`config.mk`:
```
export PLATFORM = sky130hd
export DESIGN_NAME = serial_word_collector
export DESIGN_NICKNAME = d
export VERILOG_FILES = /design/src/rtl/shiftreg_pkg.sv /design/src/rtl/serial_word_collector.sv
export SDC_FILE = /design/constraint.sdc
export NUM_CORES = 1
export LEC_CHECK = 0
export CORE_ASPECT_RATIO = 1.1
export CORE_MARGIN = 3
export CORE_UTILIZATION = 35
export CTS_CLUSTER_DIAMETER = 40
export DETAILED_ROUTE_END_ITERATION = 8
export MAX_ROUTING_LAYER = met4
export SLEW_MARGIN = 10
export SYNTH_ARGS = -nofsm -noshare
export SYNTH_HDL_FRONTEND = slang
export SYNTH_SLANG_ARGS = --single-unit
```
`constraint.sdc`:
```
create_clock -name CLK -period 3.6 [get_ports CLK]
set_clock_uncertainty 0.05 [all_clocks]
set_input_delay 0.36 -clock CLK [delete_from_list [all_inputs] [get_ports CLK]]
set_output_delay 0.36 -clock CLK [all_outputs]
set_load 0.02 [all_outputs]
```
`src/rtl/shiftreg_pkg.sv`:
```
// Shared definitions for the 4-bit shift register and its serial word collector.
// Line levels and the default word width live here so both ends of the link agree.
package shiftreg_pkg;

    typedef enum logic [1:0] {
        IDLE   = 2'd0,
        DATA   = 2'd1,
        PARITY = 2'd2,
        STOP   = 2'd3
    } state_t;

    localparam logic START_LVL      = 1'b1;
    localparam logic STOP_LVL       = 1'b0;
    localparam int   DEFAULT_WORD_W = 4;

endpackage

```
`src/rtl/serial_word_collector.sv`:
```
// Reassembles start/data/parity/stop frames sampled from the shift register's
// serial output on each SHIFT_EN strobe and emits the word with error pulses.
module serial_word_collector
    import shiftreg_pkg::*;
#(
    parameter int WORD_W    = DEFAULT_WORD_W,
    parameter int PARITY_EN = 1,
    parameter int CNT_W     = 3
) (
    input  logic              CLK,
    input  logic              RESET,
    input  logic              SHIFT_EN,
    input  logic              SER_IN,
    output logic [WORD_W-1:0] WORD_OUT,
    output logic              WORD_VALID,
    output logic              PARITY_ERR,
    output logic              FRAME_ERR,
    output logic              BUSY
);

    state_t            r_state;
    logic [WORD_W-1:0] r_buf;
    logic [CNT_W-1:0]  r_cnt;
    logic              r_par;
    logic              r_parOk;
    logic [WORD_W-1:0] r_wordOut;
    logic              r_valid;
    logic              r_parErr;
    logic              r_frameErr;

    state_t            w_stateNext;
    logic [WORD_W-1:0] w_bufNext;
    logic [CNT_W-1:0]  w_cntNext;
    logic              w_parNext;
    logic              w_parOkNext;
    logic [WORD_W-1:0] w_wordNext;
    logic              w_validNext;
    logic              w_parErrNext;
    logic              w_frameErrNext;

    always_ff @(posedge CLK or posedge RESET) begin
        if (RESET) begin
            r_state    <= IDLE;
            r_buf      <= '0;
            r_cnt      <= '0;
            r_par      <= 1'b0;
            r_parOk    <= 1'b0;
            r_wordOut  <= '0;
            r_valid    <= 1'b0;
            r_parErr   <= 1'b0;
            r_frameErr <= 1'b0;
        end else begin
            r_state    <= w_stateNext;
            r_buf      <= w_bufNext;
            r_cnt      <= w_cntNext;
            r_par      <= w_parNext;
            r_parOk    <= w_parOkNext;
            r_wordOut  <= w_wordNext;
            r_valid    <= w_validNext;
            r_parErr   <= w_parErrNext;
            r_frameErr <= w_frameErrNext;
        end
    end

    // Everything holds between strobes; only the output pulses fall back to 0.
    always_comb begin
        w_stateNext    = r_state;
        w_bufNext      = r_buf;
        w_cntNext      = r_cnt;
        w_parNext      = r_par;
        w_parOkNext    = r_parOk;
        w_wordNext     = r_wordOut;
        w_validNext    = 1'b0;
        w_parErrNext   = 1'b0;
        w_frameErrNext = 1'b0;

        if (SHIFT_EN) begin
            unique case (r_state)
                IDLE: begin
                    if (SER_IN == START_LVL) begin
                        w_stateNext = DATA;
                        w_cntNext   = '0;
                        w_parNext   = 1'b0;
                        w_parOkNext = 1'b1;
                    end
                end
                DATA: begin
                    // Bits arrive LSB first, so entering at the MSB leaves bit 0 at the bottom.
                    w_bufNext = {SER_IN, r_buf[WORD_W-1:1]};
                    w_parNext = r_par ^ SER_IN;
                    w_cntNext = r_cnt + CNT_W'(1);
                    if (r_cnt == CNT_W'(WORD_W - 1)) begin
                        w_stateNext = (PARITY_EN != 0) ? PARITY : STOP;
                    end
                end
                PARITY: begin
                    w_parOkNext = ~(r_par ^ SER_IN);
                    w_stateNext = STOP;
                end
                STOP: begin
                    if (SER_IN == STOP_LVL) begin
                        w_wordNext   = r_buf;
                        w_validNext  = 1'b1;
                        w_parErrNext = ~r_parOk;
                    end else begin
                        w_frameErrNext = 1'b1;
                    end
                    w_stateNext = IDLE;
                end
                default: w_stateNext = IDLE;
            endcase
        end
    end

    assign WORD_OUT   = r_wordOut;
    assign WORD_VALID = r_valid;
    assign PARITY_ERR = r_parErr;
    assign FRAME_ERR  = r_frameErr;
    assign BUSY       = (r_state != IDLE);

endmodule

```
---- Word level (Yosys, flattened, before mapping) ----
Cells that the tools add are included.
word-level totals
  flip-flop bits (word level) ............. 18
  input bits .............................. 4
  logic and storage cells ................. 47
cells by class
  bitwise gates (word level) .............. 4
  add/sub/neg operators ................... 1
  muxes and demuxes ....................... 18
  reductions and logical operators ........ 9
  equal/unequal tests ..................... 6
operators with widths
  kind                   number
  $reduce_and A3 Y1      4
  $mux W1                11
  $pmux W2 S4            1
  $pmux W3 S2            1
  $reduce_bool A2 Y1     3
  $eq A2 B2 Y1 const B   2
  $mux W2                2
  $ne A2 B2 Y1 const B   2
  $pmux W1 S2            2
  $add A3 B1 Y3 const B  1
  $eq A3 B2 Y1 const B   1
  $mux W3                1
  $not A1 Y1             3
  $eq A2 B1 Y1 const B   1
  $logic_not A2 Y1       1
  $reduce_and A2 Y1      1
  $xor A1 B1 Y1          1

---- Depth between registers and ports, before layout ----
Gate-level depths: netlist of run 1.
  depth in word-level cells ............... 4
  gate-level depth with buffers ........... 5
  depth with buffers taken out ............ 5

---- Worst setup path before layout of run 1 ----
Ideal clock, no wire load.
  path kind ............................... register to register
  start ................................... register r_state[0]
  end ..................................... register r_state[0]
  data required time ...................... 3,423 ps
  period minus slack after synthesis ...... 1,427 ps
  stages on the path, launching flop included .. 5
  setup time .............................. 127 ps
  setup slack ............................. 2,173 ps
  buffers on the path ..................... 0
  arrival ................................. 1,250 ps
  path through ............................ dfrtp_1 -> inv_1 -> ha_1 -> or2_2 -> mux2_1
between the ends
  word-level cells in the longest chain between the ends .. 3
  elaborated cells between the ends (all ways) .. 8
  those cells by class .................... eq/ne: 5; mux: 1; reduce/logical: 2
ends and longest elaborated chain
  what                                                     line                         RTL
  from (decl)                                              serial_word_collector.sv:21  state_t r_state;
  from (signal assigned)                                   serial_word_collector.sv:53  r_state <= w_stateNext;
  $eq A2 B1 Y1 / $logic_not A2 Y1 (equally long branches)  serial_word_collector.sv:78  unique case (r_state)
  $ne A2 B2 Y1 (no line)                                   --
  $reduce_and A3 Y1 (no line)                              --
Parallel ways exist; a longest one is shown, timed or not.
A chain may end at the register's enable or synchronous reset.

---- Worst setup path after layout of run 1 ----
  start ................................... register r_state[0]
  end ..................................... output port BUSY
between the ends
  word-level cells in the longest chain between the ends .. 1
ends and longest elaborated chain
  what                line                          RTL
  $reduce_bool A2 Y1  serial_word_collector.sv:119  assign BUSY = (r_state != IDLE);
  to (decl)           serial_word_collector.sv:18   output logic BUSY
No other way between the ends.

==> impl_metrics.py, run 1 <==
metrics = {
    "job": {
        "cap_violations": 0,
    },
    "critical_path": {
        "critPathRequiredTime_ns": 3.19,
        "cp-end-kind": "output port",
        "rr_worst_depth": 4,
        "r2r-end": "r_state[0]$_DFFE_PP0P_",
        "worstPathMaxFanout": 6,
        "cp_data_arrival_time_ns": 1.73,
        "critPathKind": "reg -> out",
        "startpoint_type": "flop",
        "reg2reg_slack_ns": 2.09,
        "r2r_start": "r_state[0]$_DFFE_PP0P_",
    },
    "drt": {
        "ant_nets": 0,
        "drtIter0Drc": 3,
        "wl_met3_um": 71,
        "drt-pass1-iter-count": 4,
        "drt-total-wl_um": 1242,
        "route.met2.wl_um": 591,
        "maxUsedRoutingLayer": "met3",
        "num_vias": 511,
        "met1Wirelength_um": 580,
        "vias_per_cell": 4.821,
        "drc": 0,
        "wl_per_cell_um": 11.72,
    },
    "die": {
        "io_pins": 12,
        "core-area_um2": 2127,
        "fp.dieH_um": 56.87,
        "die-area_um2": 2971,
        "rows": 17,
        "start_util_pct": 38.71,
        "die_x_um": 52.24,
    },
    "hold_path": {
        "hp-start": "r_parOk$_DFFE_PP0P_",
        "min_to": "PARITY_ERR$_DFF_PP0_",
        "holdCritPathClass": "reg -> reg",
        "whs_path_depth": 1,
    },
    "run_status": {
        "outcome": "complete, no violations",
    },
    "power": {
        "ir_worst_vdd_mv": 0.4354,
        "p_switching_w": 0.0002576,
        "p_per_area_nw_per_um2": 767.3,
        "p_int_w": 0.0005075,
        "switching_share_pct": 33.67,
        "p_clk_share_pct": 15.8,
        "p_leak_nw": 0.4898,
        "p_comb_share_pct": 42.0,
        "seqPwrFrac_pct": 42.2,
    },
    "final_layout": {
        "finalNonFillerCells": 106,
        "fill_cells": 188,
        "drive_gt1_share_pct": 23.08,
        "multi_input_area_um2": 339.1,
        "fin_nets": 89,
        "register_area_um2": 450.4,
        "antenna_cells": 0,
        "fin_area_um2": 997.2,
        "layout_commonest_cell": "dfrtp_1",
        "layout_common_cells": "dfrtp_1, clkdlybuf4s50_1, mux2_2",
        "area_delta_synth_final_pct": 21.12,
    },
    "clocking": {
        "cts_root_buf": "clkbuf_4",
        "cts_resized": 0,
        "cts_hold_buffers": 0,
        "clk_latency_ns": 0.28,
        "postCtsSetupBuffers": 0,
        "htree_levels": 1,
        "clock_sinks": 18,
        "cts_buffers": 3,
        "clkTransAtPathRegs_ns": 0.10,
        "cts.path.max_buffers": 2,
        "cts_tree": "done",
    },
    "timing": {
        "hold_viol": 0,
        "setup_violations": 0,
        "min_period_ns": 2.143,
        "maxSlewHeadroom_pct": 53.64,
        "fin_crit_sh_pct": 59.52,
        "worstMarginPinSlew_ns": 0.6946,
        "rsz0062_at_grt": "no",
        "clock.fmax_ghz": 0.4667,
        "slew_violations": 0,
        "finalSetupTns_ns": 0,
    },
    "placement": {
        "port_buffers": 11,
        "placed_cells": 102,
        "place_hpwl_um": 922.3,
        "place_area_um2": 960.9,
        "gp_congestion": 0.6763,
    },
    "logic_synthesis": {
        "netlist_area_um2": 823.3,
        "yosys-top-cells-area": "dfrtp_1, mux2_2, ha_1, inv_1, mux2_1",
        "synth_top_cell_by_area": "dfrtp_1",
        "ys_seq_area_share_pct": 54.71,
        "synth_top_area_share_pct": 54.71,
        "avgSynthCellArea_um2": 12.86,
        "ys_seq_elements": 18,
        "syn_inst": 64,
        "ys_warn_count": 0,
        "synth_nets": 74,
        "synth_cell_types": 20,
    },
    "grt": {
        "grt.total_usage_pct": 10.06,
        "grt_max_degree": 19,
        "grt_pass1_vias": 512,
        "antenna_found_initial": 0,
        "grt_overflow": 0,
        "grt_pass1_wl_um": 2159,
    },
}
Yosys cell counts, drive strengths merged:
| cell type | n |
|---|---|
| o211ai | 2 |
| nand3 | 2 |
| o21ai | 1 |
| and3 | 1 |
| nand2 | 4 |
| or2 | 1 |
| inv | 7 |
| a22o | 2 |
| nor2b | 1 |
| nand2b | 2 |
| a31oi | 2 |
| nand3b | 1 |
| nor2 | 2 |
| ha | 6 |
| mux2 | 11 |
| dfrtp | 18 |
| buf | 1 |
routing by layer:
layer  global-route usage [%]  up-vias
met5                        -        -
met3                    5.040        0
li1                         -      244
met2                    15.26       12
met4                    2.190        0
met1                    11.98      255
power groups by stage:
stage          registers (W)  logic [W]  clock network, W
6_report            0.000323   0.000321          0.000121
5_1_grt             0.000335   0.000359          0.000136
4_1_cts             0.000325   0.000326          0.000129
3_5_place_dp        0.000330   0.000325                 0
3_3_place_gp        0.000327   0.000319                 0
2_1_floorplan       0.000351   0.000195                 0
stage by stage:
| stage | total power [W] | setup WS [ns] | hold slack [ns] | util (%) |
|---|---|---|---|---|
| 6_report | 0.0007651 | 1.457 | 0.3894 | 46.88 |
| 5_1_grt | 0.0008298 | 1.328 | 0.4154 | 46.88 |
| 4_1_cts | 0.0007798 | 1.428 | 0.3944 | 46.88 |
| 3_5_place_dp | 0.0006551 | 1.771 | 0.3783 | 45.18 |
| 3_3_place_gp | 0.0006459 | 1.802 | 0.3775 | 45.18 |
| 2_1_floorplan | 0.0005462 | 2.173 | 0.2486 | - |
critical path, cell delays in order, from the launching register on:
cell and delay [ns]:
dfrtp_1 0.40, inv_1 0.08, ha_1 0.28, inv_1 0.09, clkdlybuf4s50_1 0.60
sequential cells by signal, indices dropped and copies added, names as in the netlist, 2 cells and up:
name,count
r_state,2
r_buf,4
WORD_OUT,4
r_cnt,3
kinds of logic after synthesis:
group | share of synthesized area [%]
flops | 54.71
mux | 15.05
compound gates | 6.078
simple gates | 10.94
buf+inv | 4.104
fa+ha+maj | 9.118
layout make-up:
cell class                      instances  share of cell area [%]
Sequential cell                        18                   45.17
Clock buffer                            4                   3.639
Timing Repair Buffer                   11                   11.04
Inverter                                7                   2.635
Tap cell                               28                   3.513
Multi-Input combinational cell         38                   34.00
how the worst max path moves through the flow:
stage                           startpoint                     end  slack, ns  cells past startpoint
finish              r_state[0]$_DFFE_PP0P_                    BUSY       1.46                      4
global route        r_state[0]$_DFFE_PP0P_                    BUSY       1.33                      4
CTS                 r_state[0]$_DFFE_PP0P_                    BUSY       1.43                      4
detailed placement  r_state[0]$_DFFE_PP0P_                    BUSY       1.77                      4
global placement    r_state[0]$_DFFE_PP0P_                    BUSY       1.80                      4
floorplan           r_state[0]$_DFFE_PP0P_  r_state[0]$_DFFE_PP0P_       2.17                      4
Note: power is estimated with default switching activity, not from simulation.
==> inputs of run 2 (changes only) <==
==> constraint.sdc (replaced) <==
create_clock -name CLK -period 2 [get_ports CLK]
set_clock_uncertainty 0.05 [all_clocks]
set_input_delay 0.2 -clock CLK [delete_from_list [all_inputs] [get_ports CLK]]
set_output_delay 0.2 -clock CLK [all_outputs]
set_load 0.02 [all_outputs]
==> impl_metrics.py, run 2 (same netlist as run 1, synthesis figures left out) <==
metrics = {
    "timing": {
        "worstMarginPinSlew_ns": 0.6945,
        "maxSlewHeadroom_pct": 53.65,
        "clock.fmax_ghz": 0.5778,
        "slew_violations": 0,
        "min_period_ns": 1.731,
        "finalSetupTns_ns": 0,
        "rsz0062_at_grt": "no",
        "whs_ns": 0.2700,
        "fin_crit_sh_pct": 86.54,
        "setup_violations": 0,
        "hold_viol": 0,
    },
    "drt": {
        "vias_per_cell": 4.821,
        "num_vias": 511,
        "ant_nets": 0,
        "drt-pass1-iter-count": 4,
        "drc": 0,
        "wl_per_cell_um": 11.71,
        "drtIter0Drc": 3,
        "drt-total-wl_um": 1241,
    },
    "die": {
        "die-area_um2": 2971,
        "die_x_um": 52.24,
        "core-area_um2": 2127,
        "start_util_pct": 38.71,
        "fp.dieH_um": 56.87,
        "rows": 17,
        "io_pins": 12,
    },
    "final_layout": {
        "area_delta_synth_final_pct": 20.97,
        "layout_common_cells": "dfrtp_1, clkdlybuf4s50_1, mux2_2",
        "fin_nets": 89,
        "fin_area_um2": 996.0,
        "antenna_cells": 0,
        "layout_commonest_cell": "dfrtp_1",
        "fin_util_pct": 46.82,
        "drive_gt1_share_pct": 23.08,
    },
    "run_status": {
        "outcome": "complete, no violations",
    },
    "clocking": {
        "postCtsSetupBuffers": 0,
        "clock_sinks": 18,
        "cts_hold_buffers": 0,
        "cts_root_buf": "clkbuf_4",
        "clk_latency_ns": 0.28,
        "clkTransAtPathRegs_ns": 0.10,
        "cts_resized": 1,
        "htree_levels": 1,
        "cts_buffers": 3,
        "cts_tree": "done",
        "cts.path.max_buffers": 2,
    },
    "grt": {
        "antenna_found_initial": 0,
        "grt_pass1_vias": 512,
        "grt_overflow": 0,
        "grt.total_usage_pct": 10.06,
        "grt_pass1_wl_um": 2159,
        "grt_max_degree": 19,
    },
    "critical_path": {
        "cp-end-kind": "output port",
        "r2r-end": "r_state[0]$_DFFE_PP0P_",
        "critPathMaxStageDelay_ns": 0.42,
        "critPathKind": "reg -> out",
        "reg2reg_slack_ns": 0.49,
        "critPathRequiredTime_ns": 1.75,
        "crit_slowest_cell": "dfrtp_1",
        "worstPathCellList": "inv_1 -> ha_1 -> inv_1 -> dlygate4sd2_1",
        "r2r_start": "r_state[0]$_DFFE_PP0P_",
        "cp_data_arrival_time_ns": 1.48,
        "startpoint_type": "flop",
        "cp_common_cell": "inv_1",
        "rr_worst_depth": 4,
        "critPathCapture": "BUSY",
        "startpoint": "r_state[0]$_DFFE_PP0P_",
        "worstPathMaxFanout": 6,
    },
    "placement": {
        "gp_congestion": 0.6763,
        "port_buffers": 11,
        "place_hpwl_um": 922.3,
        "place_area_um2": 960.9,
    },
    "hold_path": {
        "holdCritPathClass": "in -> async",
    },
    "job": {
        "cap_violations": 0,
    },
    "power": {
        "p_per_area_nw_per_um2": 1374,
        "ir_worst_vdd_mv": 0.7479,
        "power_w": 0.001369,
        "p_leak_nw": 0.4897,
    },
}
==> run 2: cell count changes in the layout (fill, tap and decap cells not counted) <==
cell             delta
clkdlybuf4s50_1     -1
dlygate4sd2_1       +1
==> run 2: metal layers <==
layer	wire length (µm)	track usage, %	vias to the layer above
met2	590	15.26	12
met5	0	-	-
met4	0	2.190	0
li1	-	-	244
met3	71	5.040	0
met1	580	11.98	255
==> run 2: how the worst min path moves through the flow <==
| stage | to | slack [ns] | depth (start not counted) |
|---|---|---|---|
| CTS | r_buf[3]$_DFFE_PP0P_ | 0.28 | 2 |
| finish | WORD_OUT[0]$_DFFE_PP0P_ | 0.27 | 2 |
| floorplan | FRAME_ERR$_DFF_PP0_ | 0.09 | 1 |
| detailed placement | PARITY_ERR$_DFF_PP0_ | 0.38 | 1 |
| global placement | PARITY_ERR$_DFF_PP0_ | 0.38 | 1 |
| global route | WORD_OUT[3]$_DFFE_PP0P_ | 0.30 | 2 |
==> run 2: critical path: cells and delay by family, from the launching register on <==
kind                       cells  cell delay [ns]
DFF                            1             0.42
buffers and inverters          3             0.48
adders and majority gates      1             0.28
==> run 2: where the power goes <==
group	total, W	internal, W	switching [W]
logic	0.000569	0.000293	0.000276
registers	0.000581	0.000501	0.0000799
clock network	0.000218	0.000111	0.000107
==> run 2: final cells by class <==
cell class | count | area [µm²]
clock buffers | 4 | 36.28
fillers | 189 | 1131
inverters | 7 | 26.28
multi-input cells | 38 | 339.1
flip-flops and latches | 18 | 450.4
well taps | 28 | 35.03
repair buffers | 11 | 108.9
==> run 2: per-stage QoR <==
step           instances  setup WS [ns]
6_report             106         0.2692
5_1_grt              106         0.1264
4_1_cts              106         0.2407
3_5_place_dp         102         0.3314
3_3_place_gp         102         0.3622
2_1_floorplan         64         0.5730
==> inputs of run 3 (changes only) <==
--- a/config.mk
+++ b/config.mk
@@ -11,6 +11,7 @@
 export CTS_CLUSTER_DIAMETER = 40
 export DETAILED_ROUTE_END_ITERATION = 8
 export MAX_ROUTING_LAYER = met4
+export RECOVER_POWER = 50
 export SLEW_MARGIN = 10
 export SYNTH_ARGS = -nofsm -noshare
 export SYNTH_HDL_FRONTEND = slang
==> impl_metrics.py, run 3 (same netlist as run 1, synthesis figures left out) <==
metrics = {
    "critical_path": {
        "crit_slowest_cell": "dfrtp_1",
        "cp_num_buf_inv": 3,
        "cp_common_cell": "inv_1",
        "startpoint_type": "flop",
        "path_delay_family": "buffers and inverters",
        "critPathMaxStageDelay_ns": 0.42,
        "worstPathMaxFanout": 6,
        "critPathKind": "reg -> out",
        "cp_data_arrival_time_ns": 1.48,
        "worstPathCellList": "inv_1 -> ha_1 -> inv_1 -> dlygate4sd2_1",
        "critPathRequiredTime_ns": 1.75,
        "cp-end-kind": "output port",
    },
    "clocking": {
        "clk_latency_ns": 0.28,
        "clkTransAtPathRegs_ns": 0.10,
        "postCtsSetupBuffers": 0,
        "clock_sinks": 18,
        "cts_root_buf": "clkbuf_4",
        "cts.path.max_buffers": 2,
        "htree_levels": 1,
        "cts_buffers": 3,
        "cts_tree": "done",
    },
    "timing": {
        "min_period_ns": 1.731,
        "finalSetupTns_ns": 0,
        "worstMarginPinSlew_ns": 0.6945,
        "rsz0062_at_grt": "no",
        "layout_setup_ws_ns": 0.2691,
        "maxSlewHeadroom_pct": 53.65,
        "hold_viol": 0,
        "slew_violations": 0,
        "fin_crit_sh_pct": 86.55,
        "clock.fmax_ghz": 0.5777,
        "setup_violations": 0,
    },
    "final_layout": {
        "register_area_um2": 450.4,
        "fin_nets": 89,
        "multi_input_area_um2": 335.3,
        "layout_common_cells": "dfrtp_1, mux2_2, clkdlybuf4s50_1",
        "fill_cells": 191,
        "layout_commonest_cell": "dfrtp_1",
        "antenna_cells": 0,
        "area_delta_synth_final_pct": 20.52,
        "drive_gt1_share_pct": 21.79,
    },
    "die": {
        "io_pins": 12,
        "rows": 17,
        "die_x_um": 52.24,
        "die-area_um2": 2971,
        "start_util_pct": 38.71,
        "fp.dieH_um": 56.87,
        "core-area_um2": 2127,
    },
    "drt": {
        "wl_per_cell_um": 11.72,
        "drt-total-wl_um": 1242,
        "drc": 0,
        "ant_nets": 0,
        "drt-pass1-iter-count": 4,
        "drtIter0Drc": 3,
        "num_vias": 511,
        "vias_per_cell": 4.821,
    },
    "grt": {
        "grt_pass1_vias": 512,
        "grt.total_usage_pct": 10.06,
        "antenna_found_initial": 0,
        "grt_max_degree": 19,
        "grt_pass1_wl_um": 2159,
        "grt_overflow": 0,
    },
    "hold_path": {
        "holdCritPathClass": "reg -> reg",
    },
    "placement": {
        "place_hpwl_um": 922.3,
        "gp_congestion": 0.6763,
        "port_buffers": 11,
        "pre_cts_slack_ns": 0.3314,
    },
    "power": {
        "p_leak_nw": 0.4859,
        "p_per_area_nw_per_um2": 1375,
        "ir_worst_vdd_mv": 0.7477,
    },
    "run_status": {
        "outcome": "complete, no violations",
    },
    "job": {
        "cap_violations": 0,
    },
}
[run 3: where the power goes]
group          internal, W  total (W)  switching, W
combinational     0.000291   0.000565      0.000274
clock             0.000111   0.000218      0.000107
sequential        0.000501   0.000581     0.0000799
[run 3: cell type report]
class | count | area share, %
tap | 28 | 3.531
inverter | 7 | 2.648
timing repair buffer | 11 | 10.97
sequential | 18 | 45.40
multi-input combinational | 38 | 33.80
clock buffer | 4 | 3.657
[run 3: final timing paths]
| check | start | endpoint | slack (ns) | depth (start not counted) |
|---|---|---|---|---|
| worst max-delay path | r_state[0]$_DFFE_PP0P_ | BUSY | 0.27 | 4 |
| worst min-delay path | r_parOk$_DFFE_PP0P_ | PARITY_ERR$_DFF_PP0_ | 0.39 | 1 |
| worst max register to register | r_state[0]$_DFFE_PP0P_ | r_state[0]$_DFFE_PP0P_ | 0.49 | 4 |
| worst min register to register | r_parOk$_DFFE_PP0P_ | PARITY_ERR$_DFF_PP0_ | 0.39 | 1 |
| max in group asynchronous | RESET | r_cnt[0]$_DFFE_PP0P_ | 1.06 | 2 |
| min in group asynchronous | RESET | WORD_OUT[0]$_DFFE_PP0P_ | 0.41 | 2 |
[run 3: repair_timing]
action / CTS / global route
endpoints found under the setup margin: 1 / 0
hold buffers: 0 / 0
resized for setup: 1 / 0
[run 3: through the flow]
| stage | cell area, µm² | utilization (%) | hold slack [ns] | power, W | std cells |
|---|---|---|---|---|---|
| 2_1_floorplan | 823.3 | - | 0.08857 | 0.0009831 | 64 |
| 4_1_cts | 996.0 | 46.82 | 0.2832 | 0.001395 | 106 |
| 5_1_grt | 992.2 | 46.65 | 0.4154 | 0.001481 | 106 |
| 3_3_place_gp | 960.9 | 45.18 | 0.3775 | 0.001163 | 102 |
| 6_report | 992.2 | 46.65 | 0.3894 | 0.001365 | 106 |
| 3_5_place_dp | 960.9 | 45.18 | 0.3783 | 0.001179 | 102 |
[run 3: layer usage]
metal | wire length (µm) | share of wire, % | global-route usage (%)
met5 | 0 | 0 | -
met2 | 590 | 48 | 15.26
met1 | 581 | 47 | 11.98
met4 | 0 | 0 | 2.190
met3 | 70 | 5.6 | 5.040
